### config.mk
export PLATFORM = sky130hd
export DESIGN_NAME = instr_encoder_flat
export DESIGN_NICKNAME = d
export VERILOG_FILES = /design/src/rtl/instr_enc_if.sv /design/src/rtl/instr_encoder.sv /design/src/flat_wrapper.sv
export SDC_FILE = /design/constraint.sdc
export NUM_CORES = 1
export LEC_CHECK = 0
export BUFFER_PORTS_ARGS = -buffer_cell sky130_fd_sc_hd__buf_2
export CAP_MARGIN = 5
export CORE_ASPECT_RATIO = 1.5
export CORE_MARGIN = 4
export CORE_UTILIZATION = 50
export CTS_CLUSTER_DIAMETER = 50
export DETAILED_ROUTE_END_ITERATION = 12
export GPL_TIMING_DRIVEN = 0
export PLACE_DENSITY = 0.91
export SYNTH_ARGS = -nofsm -noshare
export SYNTH_HDL_FRONTEND = slang
export SYNTH_SLANG_ARGS = --single-unit
### constraint.sdc
create_clock -name clk -period 3.5 [get_ports clk]
set_clock_uncertainty 0.15 [all_clocks]
set_input_delay 0.35 -clock clk [delete_from_list [all_inputs] [get_ports clk]]
set_output_delay 0.35 -clock clk [all_outputs]
set_load 0.05 [all_outputs]
### src/rtl/instr_enc_if.sv
// Bundles program control, instruction request, instruction-memory write and
// status signals of the instruction encoder.
interface instr_enc_if #(
  parameter int ADDR_W = 32
);
  logic              start;
  logic              stop;
  logic [ADDR_W-1:0] base_addr;
  logic              in_valid;
  logic              in_ready;
  logic [4:0]        in_mnem;
  logic [4:0]        in_rs;
  logic [4:0]        in_rt;
  logic [4:0]        in_rd;
  logic [4:0]        in_shamt;
  logic [15:0]       in_imm;
  logic [25:0]       in_target;
  logic              imem_we;
  logic [ADDR_W-1:0] imem_addr;
  logic [31:0]       imem_wdata;
  logic              imem_ready;
  logic              busy;
  logic              err;
  logic [15:0]       count;

  modport master (
    output start, stop, base_addr, in_valid, in_mnem, in_rs, in_rt, in_rd,
           in_shamt, in_imm, in_target, imem_ready,
    input  in_ready, imem_we, imem_addr, imem_wdata, busy, err, count
  );

  modport slave (
    input  start, stop, base_addr, in_valid, in_mnem, in_rs, in_rt, in_rd,
           in_shamt, in_imm, in_target, imem_ready,
    output in_ready, imem_we, imem_addr, imem_wdata, busy, err, count
  );
endinterface

### src/rtl/instr_encoder.sv
// Encodes MIPS-style instructions and writes them to sequential instruction-memory words.
// Define INSTR_ENC_BRANCH_REL_EN to derive BEQ/BNE offsets from an absolute word-index target.
module instr_encoder #(
  parameter int ADDR_W = 32
) (
  input logic        clk,
  input logic        rst_n,
  instr_enc_if.slave bus
);

  typedef enum logic [1:0] {
    IDLE  = 2'd0,
    RUN   = 2'd1,
    WRITE = 2'd2
  } state_e;

  state_e            state_q, state_d;
  logic [ADDR_W-1:0] addr_q, addr_d;
  logic [31:0]       wdata_q, wdata_d;
  logic [15:0]       count_q, count_d;
  logic              err_q, err_d;
  logic              we_q, ready_q, busy_q;
  logic [15:0]       br_imm_s;
  logic [32:0]       enc_s;

  // Returns {legal, word}; an illegal mnemonic yields legal=0.
  function automatic logic [32:0] encode(
    input logic [4:0]  mnem, rs, rt, rd, shamt,
    input logic [15:0] imm, br_imm,
    input logic [25:0] target
  );
    logic [32:0] res;
    res = {1'b1, 32'h0000_0000};
    case (mnem)
      5'd0:    res[31:0] = {6'h00, rs, rt, rd, 5'h00, 6'h20};
      5'd1:    res[31:0] = {6'h00, rs, rt, rd, 5'h00, 6'h22};
      5'd2:    res[31:0] = {6'h00, rs, rt, rd, 5'h00, 6'h21};
      5'd3:    res[31:0] = {6'h00, rs, rt, rd, 5'h00, 6'h23};
      5'd4:    res[31:0] = {6'h00, 5'h00, rt, rd, shamt, 6'h00};
      5'd5:    res[31:0] = {6'h00, 5'h00, rt, rd, shamt, 6'h02};
      5'd6:    res[31:0] = {6'h00, rs, rt, rd, 5'h00, 6'h2A};
      5'd7:    res[31:0] = {6'h00, rs, rt, rd, 5'h00, 6'h24};
      5'd8:    res[31:0] = {6'h23, rs, rt, imm};
      5'd9:    res[31:0] = {6'h2B, rs, rt, imm};
      5'd10:   res[31:0] = {6'h04, rs, rt, br_imm};
      5'd11:   res[31:0] = {6'h0D, rs, rt, imm};
      5'd12:   res[31:0] = {6'h0F, 5'h00, rt, imm};
      5'd13:   res[31:0] = {6'h05, rs, rt, br_imm};
      5'd14:   res[31:0] = {6'h02, target};
      5'd15:   res[31:0] = {6'h0A, rs, rt, imm};
      5'd16:   res[31:0] = {6'h08, rs, rt, imm};
      default: res = {1'b0, 32'h0000_0000};
    endcase
    return res;
  endfunction

`ifdef INSTR_ENC_BRANCH_REL_EN
  // Offset is relative to the word after the branch; only the low 16 bits survive.
  assign br_imm_s = bus.in_target[15:0] - addr_q[17:2] - 16'd1;
`else
  assign br_imm_s = bus.in_imm;
`endif

  assign enc_s = encode(bus.in_mnem, bus.in_rs, bus.in_rt, bus.in_rd, bus.in_shamt,
                        bus.in_imm, br_imm_s, bus.in_target);

  // Next-state and datapath updates for the IDLE/RUN/WRITE sequencer.
  always_comb begin
    state_d = state_q;
    addr_d  = addr_q;
    wdata_d = wdata_q;
    count_d = count_q;
    err_d   = err_q;
    case (state_q)
      IDLE: begin
        if (bus.start) begin
          addr_d  = bus.base_addr;
          count_d = 16'd0;
          err_d   = 1'b0;
          state_d = RUN;
        end else begin
          state_d = IDLE;
        end
      end
      RUN: begin
        if (bus.stop) begin
          state_d = IDLE;
        end else if (bus.in_valid) begin
          if (enc_s[32]) begin
            wdata_d = enc_s[31:0];
            state_d = WRITE;
          end else begin
            err_d   = 1'b1;
          end
        end else begin
          state_d = RUN;
        end
      end
      WRITE: begin
        if (bus.imem_ready) begin
          addr_d  = addr_q + ADDR_W'(4);
          count_d = (count_q == 16'hFFFF) ? count_q : count_q + 16'd1;
          state_d = RUN;
        end else begin
          state_d = WRITE;
        end
      end
      default: state_d = IDLE;
    endcase
  end

  // State, datapath and output registers; outputs follow the next state so they align with it.
  always_ff @(posedge clk or negedge rst_n) begin
    if (!rst_n) begin
      state_q <= IDLE;
      addr_q  <= '0;
      wdata_q <= 32'h0000_0000;
      count_q <= 16'd0;
      err_q   <= 1'b0;
      we_q    <= 1'b0;
      ready_q <= 1'b0;
      busy_q  <= 1'b0;
    end else begin
      state_q <= state_d;
      addr_q  <= addr_d;
      wdata_q <= wdata_d;
      count_q <= count_d;
      err_q   <= err_d;
      we_q    <= (state_d == WRITE);
      ready_q <= (state_d == RUN);
      busy_q  <= (state_d != IDLE);
    end
  end

  assign bus.in_ready   = ready_q;
  assign bus.imem_we    = we_q;
  assign bus.imem_addr  = addr_q;
  assign bus.imem_wdata = wdata_q;
  assign bus.busy       = busy_q;
  assign bus.err        = err_q;
  assign bus.count      = count_q;

endmodule

### src/flat_wrapper.sv
// flat-port wrapper written by rule: the top's interface ports become plain ports
module instr_encoder_flat 
#(
  parameter int ADDR_W = 32
)
  (clk, rst_n, bus_start, bus_stop, bus_base_addr, bus_in_valid, bus_in_mnem, bus_in_rs, bus_in_rt, bus_in_rd, bus_in_shamt, bus_in_imm, bus_in_target, bus_imem_ready, bus_in_ready, bus_imem_we, bus_imem_addr, bus_imem_wdata, bus_busy, bus_err, bus_count);
  instr_enc_if #(.ADDR_W(ADDR_W)) bus_i ();
  input logic clk;
  input logic rst_n;
  input wire logic [$bits(bus_i.start)-1:0] bus_start;
  input wire logic [$bits(bus_i.stop)-1:0] bus_stop;
  input wire logic [$bits(bus_i.base_addr)-1:0] bus_base_addr;
  input wire logic [$bits(bus_i.in_valid)-1:0] bus_in_valid;
  input wire logic [$bits(bus_i.in_mnem)-1:0] bus_in_mnem;
  input wire logic [$bits(bus_i.in_rs)-1:0] bus_in_rs;
  input wire logic [$bits(bus_i.in_rt)-1:0] bus_in_rt;
  input wire logic [$bits(bus_i.in_rd)-1:0] bus_in_rd;
  input wire logic [$bits(bus_i.in_shamt)-1:0] bus_in_shamt;
  input wire logic [$bits(bus_i.in_imm)-1:0] bus_in_imm;
  input wire logic [$bits(bus_i.in_target)-1:0] bus_in_target;
  input wire logic [$bits(bus_i.imem_ready)-1:0] bus_imem_ready;
  output wire logic [$bits(bus_i.in_ready)-1:0] bus_in_ready;
  output wire logic [$bits(bus_i.imem_we)-1:0] bus_imem_we;
  output wire logic [$bits(bus_i.imem_addr)-1:0] bus_imem_addr;
  output wire logic [$bits(bus_i.imem_wdata)-1:0] bus_imem_wdata;
  output wire logic [$bits(bus_i.busy)-1:0] bus_busy;
  output wire logic [$bits(bus_i.err)-1:0] bus_err;
  output wire logic [$bits(bus_i.count)-1:0] bus_count;
  assign bus_i.start = bus_start;
  assign bus_i.stop = bus_stop;
  assign bus_i.base_addr = bus_base_addr;
  assign bus_i.in_valid = bus_in_valid;
  assign bus_i.in_mnem = bus_in_mnem;
  assign bus_i.in_rs = bus_in_rs;
  assign bus_i.in_rt = bus_in_rt;
  assign bus_i.in_rd = bus_in_rd;
  assign bus_i.in_shamt = bus_in_shamt;
  assign bus_i.in_imm = bus_in_imm;
  assign bus_i.in_target = bus_in_target;
  assign bus_i.imem_ready = bus_imem_ready;
  assign bus_in_ready = bus_i.in_ready;
  assign bus_imem_we = bus_i.imem_we;
  assign bus_imem_addr = bus_i.imem_addr;
  assign bus_imem_wdata = bus_i.imem_wdata;
  assign bus_busy = bus_i.busy;
  assign bus_err = bus_i.err;
  assign bus_count = bus_i.count;
  instr_encoder #(.ADDR_W(ADDR_W)) u_core (.clk(clk), .rst_n(rst_n), .bus(bus_i));
endmodule
-- Word-level counts from Yosys, hierarchy flattened
Index checks and enable logic that the tools add are counted.
- bits in registers: 86
- input bits: 105
- output and inout port bits: 84
- add/subtract/negate cells: 2
- equality and inequality tests: 27
- multiplexer cells: 20
- bitwise operators: 1
- reductions and logical operators: 10
- operators by type and width (operator ; number):
    32-bit case mux with 17 select lines ; 1
    32-bit 2-to-1 mux ; 2
    32-bit case mux with 2 select lines ; 1
    16-bit 2-to-1 mux ; 3
    5-bit by 4-bit == test with 1-bit output, second input constant ; 8
    32-bit by 3-bit adder with 32-bit output, second input constant ; 1
    16-bit case mux with 2 select lines ; 1
    5-bit by 3-bit == test with 1-bit output, second input constant ; 4
    17-bit OR reduction ; 1
    16-bit by 1-bit adder with 16-bit output, second input constant ; 1
    16-bit == test, second input constant ; 1
    2-bit inequality test, second input constant ; 6
    5-bit by 2-bit == test with 1-bit output, second input constant ; 2
    2-bit 2-to-1 mux ; 4
    4-bit AND reduction ; 2
    1-bit 2-to-1 mux ; 6
    2-bit case mux with 3 select lines ; 1
    2-bit nonzero test ; 3
    5-bit by 1-bit == test with 1-bit output, second input constant ; 1
    5-bit == test, second input constant ; 1
    5-bit logical NOT ; 1
    5-bit AND reduction ; 1
    2-bit by 1-bit == test with 1-bit output, second input constant ; 2
    2-bit == test, second input constant ; 2
    4 further kinds ; 4

-- Logic depth before layout (Yosys ltp)
Gate-level depths: netlist of the first run.
- depth after elaboration: 8
- gate-level depth with buffers: 8
- gate-level depth less buffers: 6

-- Worst setup path after synthesis of the first run
Ideal clock, no wire load.
- kind: reg-to-reg
- start: register u_core.count_q[0] (netlist: u_core.bus.count[0])
- end: register u_core.count_q[0] (netlist: u_core.bus.count[0])
- arrival: 2.212 ns
- required time: 3.222 ns
- slack: 1.010 ns
- stages on the path, launching flop included: 7
- path buffers: 1
- clock period less this slack: 2.490 ns
- path through: dfrtp_1 -> ha_1 -> nand4_1 -> or4_1 -> buf_2 -> o21ai_2 -> mux2_1
- cells in the longest elaborated chain, start to end: 4
- elaborated cells between the ends (all ways): 7
- those cells by class: add/sub (1); eq/ne (2); mux (3); reduce/logical (1)
- ends and longest elaborated chain (what ; RTL line ; text):
    start: declaration ; instr_encoder.sv:20 ; logic [15:0] count_q, count_d;
    start signal: assignment ; instr_encoder.sv:127 ; count_q <= count_d;
    16-bit by 1-bit adder with 16-bit output ; instr_encoder.sv:102 ; count_d = (count_q == 16'hFFFF) ? count_q : count_q + 16'd1;
    16-bit 2-to-1 mux ; instr_encoder.sv:102 ;
    16-bit 2-to-1 mux ; instr_encoder.sv:100 ; if (bus.imem_ready) begin
    16-bit case mux with 2 select lines ; instr_encoder.sv:74 ; case (state_q)
Several ways; a longest one is shown, not always the timed one. The select of a mux whose other input is x is not followed.
A chain may end at the register's enable or synchronous reset.

-- Final worst setup path of the first run
- start: register u_core.addr_q[2] (netlist: u_core.bus.imem_addr[2])
- end: register u_core.addr_q[28] (netlist: u_core.bus.imem_addr[28])
- cells in the longest elaborated chain, start to end: 3
- ends and longest elaborated chain (what ; RTL line ; text):
    start: declaration ; instr_encoder.sv:18 ; logic [ADDR_W-1:0] addr_q, addr_d;
    start signal: assignment ; instr_encoder.sv:125 ; addr_q <= addr_d;
    32-bit by 3-bit adder with 32-bit output ; instr_encoder.sv:101 ; addr_d = addr_q + ADDR_W'(4);
    32-bit 2-to-1 mux ; instr_encoder.sv:100 ;
    32-bit case mux with 2 select lines ; instr_encoder.sv:74 ;
No other way between the ends. The select of a mux whose other input is x is not followed.

==> out/metrics.cfg, run 1 <==
[outcome]
status = finished, final reports clean

[global_route]
met2_usage_pct = 49.0
grt_overflow = 0
use_met1_pct = 33.5
grt_max_degree = 47
grt_pass1_vias = 5324
grt_usage_pct = 29.2
use_met3_pct = 5.99
gr-max-usage-layer = met2
grt_pass1_wl_um = 25500
antenna_found_initial = 0

[logic_synthesis]
synth-seq-cells = 85
yosysWarnings = 0
synthArstFlopShare_pct = 100
seq_area_frac_synth_pct = 46.2
synthCells = 524
syn_area_per_cell_um2 = 8.78
synth.cell_area_um2 = 4600
yosys-top-cells-area = dfrtp_1 46%, nor2_1 5.4%, nand2_1 4.7%, a21oi_1 2.9%, nand3_1 2.6%
synth_area_leader_cell = dfrtp_1
yosys_most_used_dff = dfrtp_1
post-synth-top-area-fraction_pct = 46.2
yosysUniqueCellTypes = 59
synth-edff-count = 0
syn_nets = 631

[critical_path]
start_kind = flop
end_kind = flop
r2r-end = u_core.bus.imem_addr[28]
path_max_fanout = 6
worstPathRequired_ps = 3620
worstPathArrival_ps = 2640
r2r_start = u_core.bus.imem_addr[2]
reg2reg_depth = 6
worstSetupPathType = reg2reg
reg2reg_slack_ps = 970

[cts]
cts_sinks = 85
cts_tree = yes
htreeDepth = 3
clk_pin_slew_worst_paths_ps = 70
cts_made_buffers = 9
cts_setup_buffers = 0
clockBufferDepth = 2
root_buffer = clkbuf_16
worstSkewPairLatency_ps = 340

[pwr]
total_power_uw = 4490
ir_worst_vdd_mv = 0.592
p_leak_uw = 0.00285
power.density_nw_per_um2 = 740

[placement]
io_buffer_count = 186
gp_congestion = 1.00
hpwl_um = 11900
dp_cells = 821

[flow_run]
timing.max_cap.violations = 0

[die]
dieArea_um2 = 10800
core_um2 = 8880
io_pins = 189
fp-row-count = 42
die_h_um = 125
chipWidth_um = 86.3
initial_utilization_pct = 51.8

[min_path]
hold_end = u_core.bus.imem_addr[0]
min_path_cells = 3
hold_path_startpoint = bus_base_addr[0]
hp-class = in2reg

[timing]
finalSetupTns_ps = 0
rsz0062_at_grt = false
setup_viol = 0
max_slew_margin_pct = 49.3
hold_viol_final = 0
maxSlewViolCount = 0
max_freq_mhz = 396
tightest_slew_ps = 754
fin_crit_sh_pct = 72.1
finalWorstPathRequiredPeriod_ps = 2530

[route]
postRouteAntennaNets = 0
drt_first_pass_iters = 5
drt_iter0_markers = 456
wl_um = 15900
drc = 0
vias = 5290
vias_per_cell = 6.31
wl_per_cell_um = 19.0

[final_layout]
fillers = 708
final_cells = 838
final_nets = 830
diodes = 0
drive_above_1_share_pct = 31.0
area_delta_synth_final_pct = 31.7

==> worst max-delay path by stage <==
stage	startpoint	to	slack [ps]
floorplan	u_core.bus.count[0]	u_core.bus.count[0]	1010
global placement	bus_in_mnem[0]	u_core.bus.imem_wdata[25]	1070
detailed placement	bus_in_mnem[0]	u_core.bus.imem_wdata[15]	1060
CTS	u_core.bus.imem_addr[2]	u_core.bus.imem_addr[28]	1070
global route	u_core.bus.imem_addr[2]	u_core.bus.imem_addr[28]	810
finish	u_core.bus.imem_addr[2]	u_core.bus.imem_addr[28]	970
==> power breakdown <==
part / switching [µW] / total (µW) / internal (µW)
sequential: 256 / 1490 / 1230
combinational: 1420 / 1880 / 459
clock: 400 / 1120 / 720
==> cell usage after synthesis (9+ instances only) <==
cell type / instances
nand2_1: 58
a211oi_1: 13
buf_2: 12
and3_1: 13
o22ai_1: 9
nor3_1: 9
dfrtp_1: 85
o21ai_0: 18
clkbuf_1: 22
nor2_1: 66
a221oi_1: 12
a222oi_1: 10
o21ai_1: 22
nand4_1: 15
nand3_1: 24
a21oi_1: 27
==> what timing repair did <==
| action | 4_1_cts | 5_1_grt |
|---|---|---|
| gates resized for setup | 0 | 0 |
| endpoints found under the hold margin | 39 | 0 |
| hold buffers | 1 | 0 |
==> critical path, stage by stage, from the launching register on <==
cell     delay (ps)
dfrtp_1         450
ha_1            230
nand2_1         140
nor3_1          650
nand3_1         310
or3_1           410
nand4_1         100
==> registers in the layout, summed over array words and instances, names as in the netlist <==
| signal | count |
|---|---|
| u_core.bus.imem_we | 1 |
| u_core.state_q | 2 |
| u_core.bus.count | 16 |
| u_core.bus.imem_addr | 32 |
| u_core.bus.imem_wdata | 31 |
| u_core.bus.err | 1 |
| u_core.bus.busy | 1 |
| u_core.bus.in_ready | 1 |
==> area by class of cell <==
class / instances / area (µm²) / share of cell area (%)
Clock inverter: 5 / 106 / 1.76
Timing Repair Buffer: 188 / 971 / 16.0
Inverter: 6 / 22.5 / 0.372
Tap cell: 110 / 138 / 2.27
Sequential cell: 85 / 2130 / 35.1
Multi-Input combinational cell: 398 / 2300 / 38.0
Clock buffer: 11 / 243 / 4.01
Buffer: 35 / 150 / 2.48
==> logic make-up (layout without fill, tap and decap cells) <==
logic type                 after synthesis  in the layout  share of synthesized area, %
adders and majority gates                2              2                         0.544
buffers and inverters                   41            245                          3.75
other                                    1              1                        0.0815
muxes                                    3              3                         0.761
xor gates and xnor gates                 8              8                          1.52
and+or+nand+nor                        229            229                          24.4
AOI/OAI and AO/OA                      155            155                          22.7
DFF                                     85             85                          46.2
==> through the flow <==
| stage | hold slack, ps | instance area [µm²] | util, % | setup slack, ps |
|---|---|---|---|---|
| 2_1_floorplan | -95.6 | 4600 | - | 1010 |
| 3_3_place_gp | 307 | 5670 | 63.8 | 1070 |
| 3_5_place_dp | 220 | 5700 | 64.2 | 1060 |
| 4_1_cts | 49.3 | 6060 | 68.2 | 1070 |
| 5_1_grt | 64.8 | 6060 | 68.2 | 806 |
| 6_report | 51.2 | 6060 | 68.2 | 975 |
==> placed cells by master, fill, tap and decap left out, drive strengths merged, types with 3 or more instances in the layout <==
master,count
a21oi,27
bufinv,3
a31oi,8
or4,3
nand2,58
and3,13
nor4,6
a2bb2oi,5
or2,5
o22ai,9
nand3,25
o21ai,41
a311oi,5
xor2,7
clkbuf,33
buf,200
inv,7
nor3,12
a222oi,10
dfrtp,85
nand4,15
nor2,67
or3,6
and4,3
a21o,4
nor2b,7
a221oi,12
o21a,4
and2,3
a211oi,13
==> metal layers <==
metal | wire (µm) | part of all wire [%]
met1 | 5450 | 34
met2 | 7910 | 50
met3 | 1810 | 11
met4 | 748 | 4.7
met5 | 0 | 0
Power figures use the tool's default switching activity.
==> run 2: changes to the inputs <==
--- a/config.mk
+++ b/config.mk
@@ -9,11 +9,11 @@
 export CAP_MARGIN = 5
 export CORE_ASPECT_RATIO = 1.5
 export CORE_MARGIN = 4
-export CORE_UTILIZATION = 50
+export CORE_UTILIZATION = 49
 export CTS_CLUSTER_DIAMETER = 50
 export DETAILED_ROUTE_END_ITERATION = 12
 export GPL_TIMING_DRIVEN = 0
-export PLACE_DENSITY = 0.91
+export PLACE_DENSITY = 0.89
 export SYNTH_ARGS = -nofsm -noshare
 export SYNTH_HDL_FRONTEND = slang
 export SYNTH_SLANG_ARGS = --single-unit
==> constraint.sdc (replaced) <==
create_clock -name clk -period 2.35 [get_ports clk]
set_clock_uncertainty 0.15 [all_clocks]
set_input_delay 0.235 -clock clk [delete_from_list [all_inputs] [get_ports clk]]
set_output_delay 0.235 -clock clk [all_outputs]
set_load 0.05 [all_outputs]
==> out/metrics.cfg, run 2 (synthesized netlist as in run 1, its figures left out) <==
[route]
drc = 0
wl_met2_um = 7950
wl_per_cell_um = 18.2
postRouteAntennaNets = 0
vias = 5203
wl_um = 15400
vias_per_cell = 6.12
wl_met3_um = 1360
top_layer = met4
drt_first_pass_iters = 5
wl_met1_um = 5520
drt_iter0_markers = 402

[critical_path]
start_kind = flop
r2r-end = u_core.bus.imem_addr[13]
max_stage_delay_ps = 530
reg2reg_depth = 6
crit_chain = inv_1 > nor2_1 > clkbuf_1 > clkbuf_1 > o21ai_0 > a21oi_1
cp_common_cell = clkbuf_1
worstPathArrival_ps = 2440
worstSetupPathType = reg2reg
slowest_stage = clkbuf_1
worstPathRequired_ps = 2450
end_kind = flop
path_max_fanout = 10
reg2reg_slack_ps = 20
r2r_start = u_core.state_q[1]

[timing]
finalWorstPathRequiredPeriod_ps = 2330
finalSetupTns_ps = 0
tightest_slew_ps = 613
hold_viol_final = 0
rsz0062_at_grt = true
max_freq_mhz = 428
max_slew_margin_pct = 59.1
setup_viol = 0
worst_slack_ps = 16.0
fin_crit_sh_pct = 99.3
maxSlewViolCount = 0

[global_route]
grt_usage_pct = 27.6
antenna_found_initial = 0
grt_max_degree = 56
grt_pass1_vias = 5012
grt_overflow = 0
grt_pass1_wl_um = 24300

[placement]
io_buffer_count = 186
gp_congestion = 0.929
hpwl_um = 11600
pre_cts_slack_ps = -14.8
dp_cells = 823
post_dp_cell_area_um2 = 5710

[cts]
cts_tree = yes
clk_pin_slew_worst_paths_ps = 70
worstSkewPairLatency_ps = 340
root_buffer = clkbuf_16
clockBufferDepth = 2
cts_made_buffers = 9
cts_sinks = 85
htreeDepth = 3

[die]
die_h_um = 127
io_pins = 189
initial_utilization_pct = 50.0
core_um2 = 9200
chipWidth_um = 87.1
dieArea_um2 = 11000
fp-row-count = 43

[pwr]
power.density_nw_per_um2 = 1030
p_leak_uw = 0.00289
ir_worst_vdd_mv = 0.648
total_power_uw = 6340

[flow_run]
timing.max_cap.violations = 0

[final_layout]
final_cell_mix = 194 x buf_2, 81 x dfrtp_1, 65 x nor2_1, 58 x nand2_1, 27 x a21oi_1
area_delta_synth_final_pct = 34.0
drive_above_1_share_pct = 32.5
diodes = 0
final_area_um2 = 6170
final_nets = 840
largest_register_ffs = 32
layout_commonest_cell = buf_2
final_cells = 850

[min_path]
hold_end = u_core.bus.imem_addr[3]
hp-class = in2reg
min_path_cells = 3
hold_path_startpoint = bus_base_addr[3]

[outcome]
status = finished, final reports clean

run 2: changes by cell type in the layout (fill, tap and decap cells not counted), sizes merged:
cell         previous run  this run
buf                   200       204
dlygate4sd3             1         8
clkbuf                 33        34
inv                     7         6
clkinv                  0         2
bufinv                  3         0
run 2: layout make-up:
| class | count | area, µm² |
|---|---|---|
| Clock inverter | 3 | 21.3 |
| Tap cell | 112 | 140 |
| Clock buffer | 13 | 250 |
| Inverter | 6 | 22.5 |
| Fill cell | 752 | 3030 |
| Multi-Input combinational cell | 398 | 2360 |
| Sequential cell | 85 | 2130 |
| Timing Repair Buffer | 198 | 1080 |
| Buffer | 35 | 170 |
run 2: per-stage QoR:
step	hold slack [ps]	util, %
6_report	15.6	67.0
3_3_place_gp	279	61.7
3_5_place_dp	57.3	62.0
4_1_cts	7.91	66.1
2_1_floorplan	-211	-
5_1_grt	11.3	67.0
run 2: worst max-delay path by stage:
stage,to,cells after the start,startpoint
finish,u_core.bus.imem_addr[13],6,u_core.state_q[1]
global route,u_core.bus.imem_addr[3],6,u_core.state_q[1]
CTS,u_core.bus.count[0],7,u_core.state_q[0]
detailed placement,u_core.bus.count[0],7,u_core.state_q[0]
global placement,u_core.bus.count[1],1,rst_n
floorplan,u_core.bus.count[0],6,u_core.bus.count[0]
run 2: power breakdown:
part           internal, µW  switching, µW
Combinational           710           2120
Sequential             1840            364
Clock                   746            562
run 2: critical path, delay by kind of cell (launching register included):
kind                   cells  cell delay [ps]
DFF                        1              470
and+or+nand+nor            1              280
AOI/OAI and AO/OA          2              350
buffers and inverters      3             1010
run 2: layer usage:
layer	vias to the layer above	GRT usage, %
li1	2381	-
met1	2468	31.4
met2	304	47.1
met3	50	6.24
met4	0	14.7
met5	-	0
run 2: what timing repair did:
| action | 4_1_cts | 5_1_grt |
|---|---|---|
| setup endpoints to repair | 2 | 54 |
| pin swaps | 1 | 0 |
| resized for setup | 5 | 19 |
| endpoints found under the hold margin | 37 | 0 |
| hold buffers | 8 | 0 |
| setup buffers | 0 | 3 |
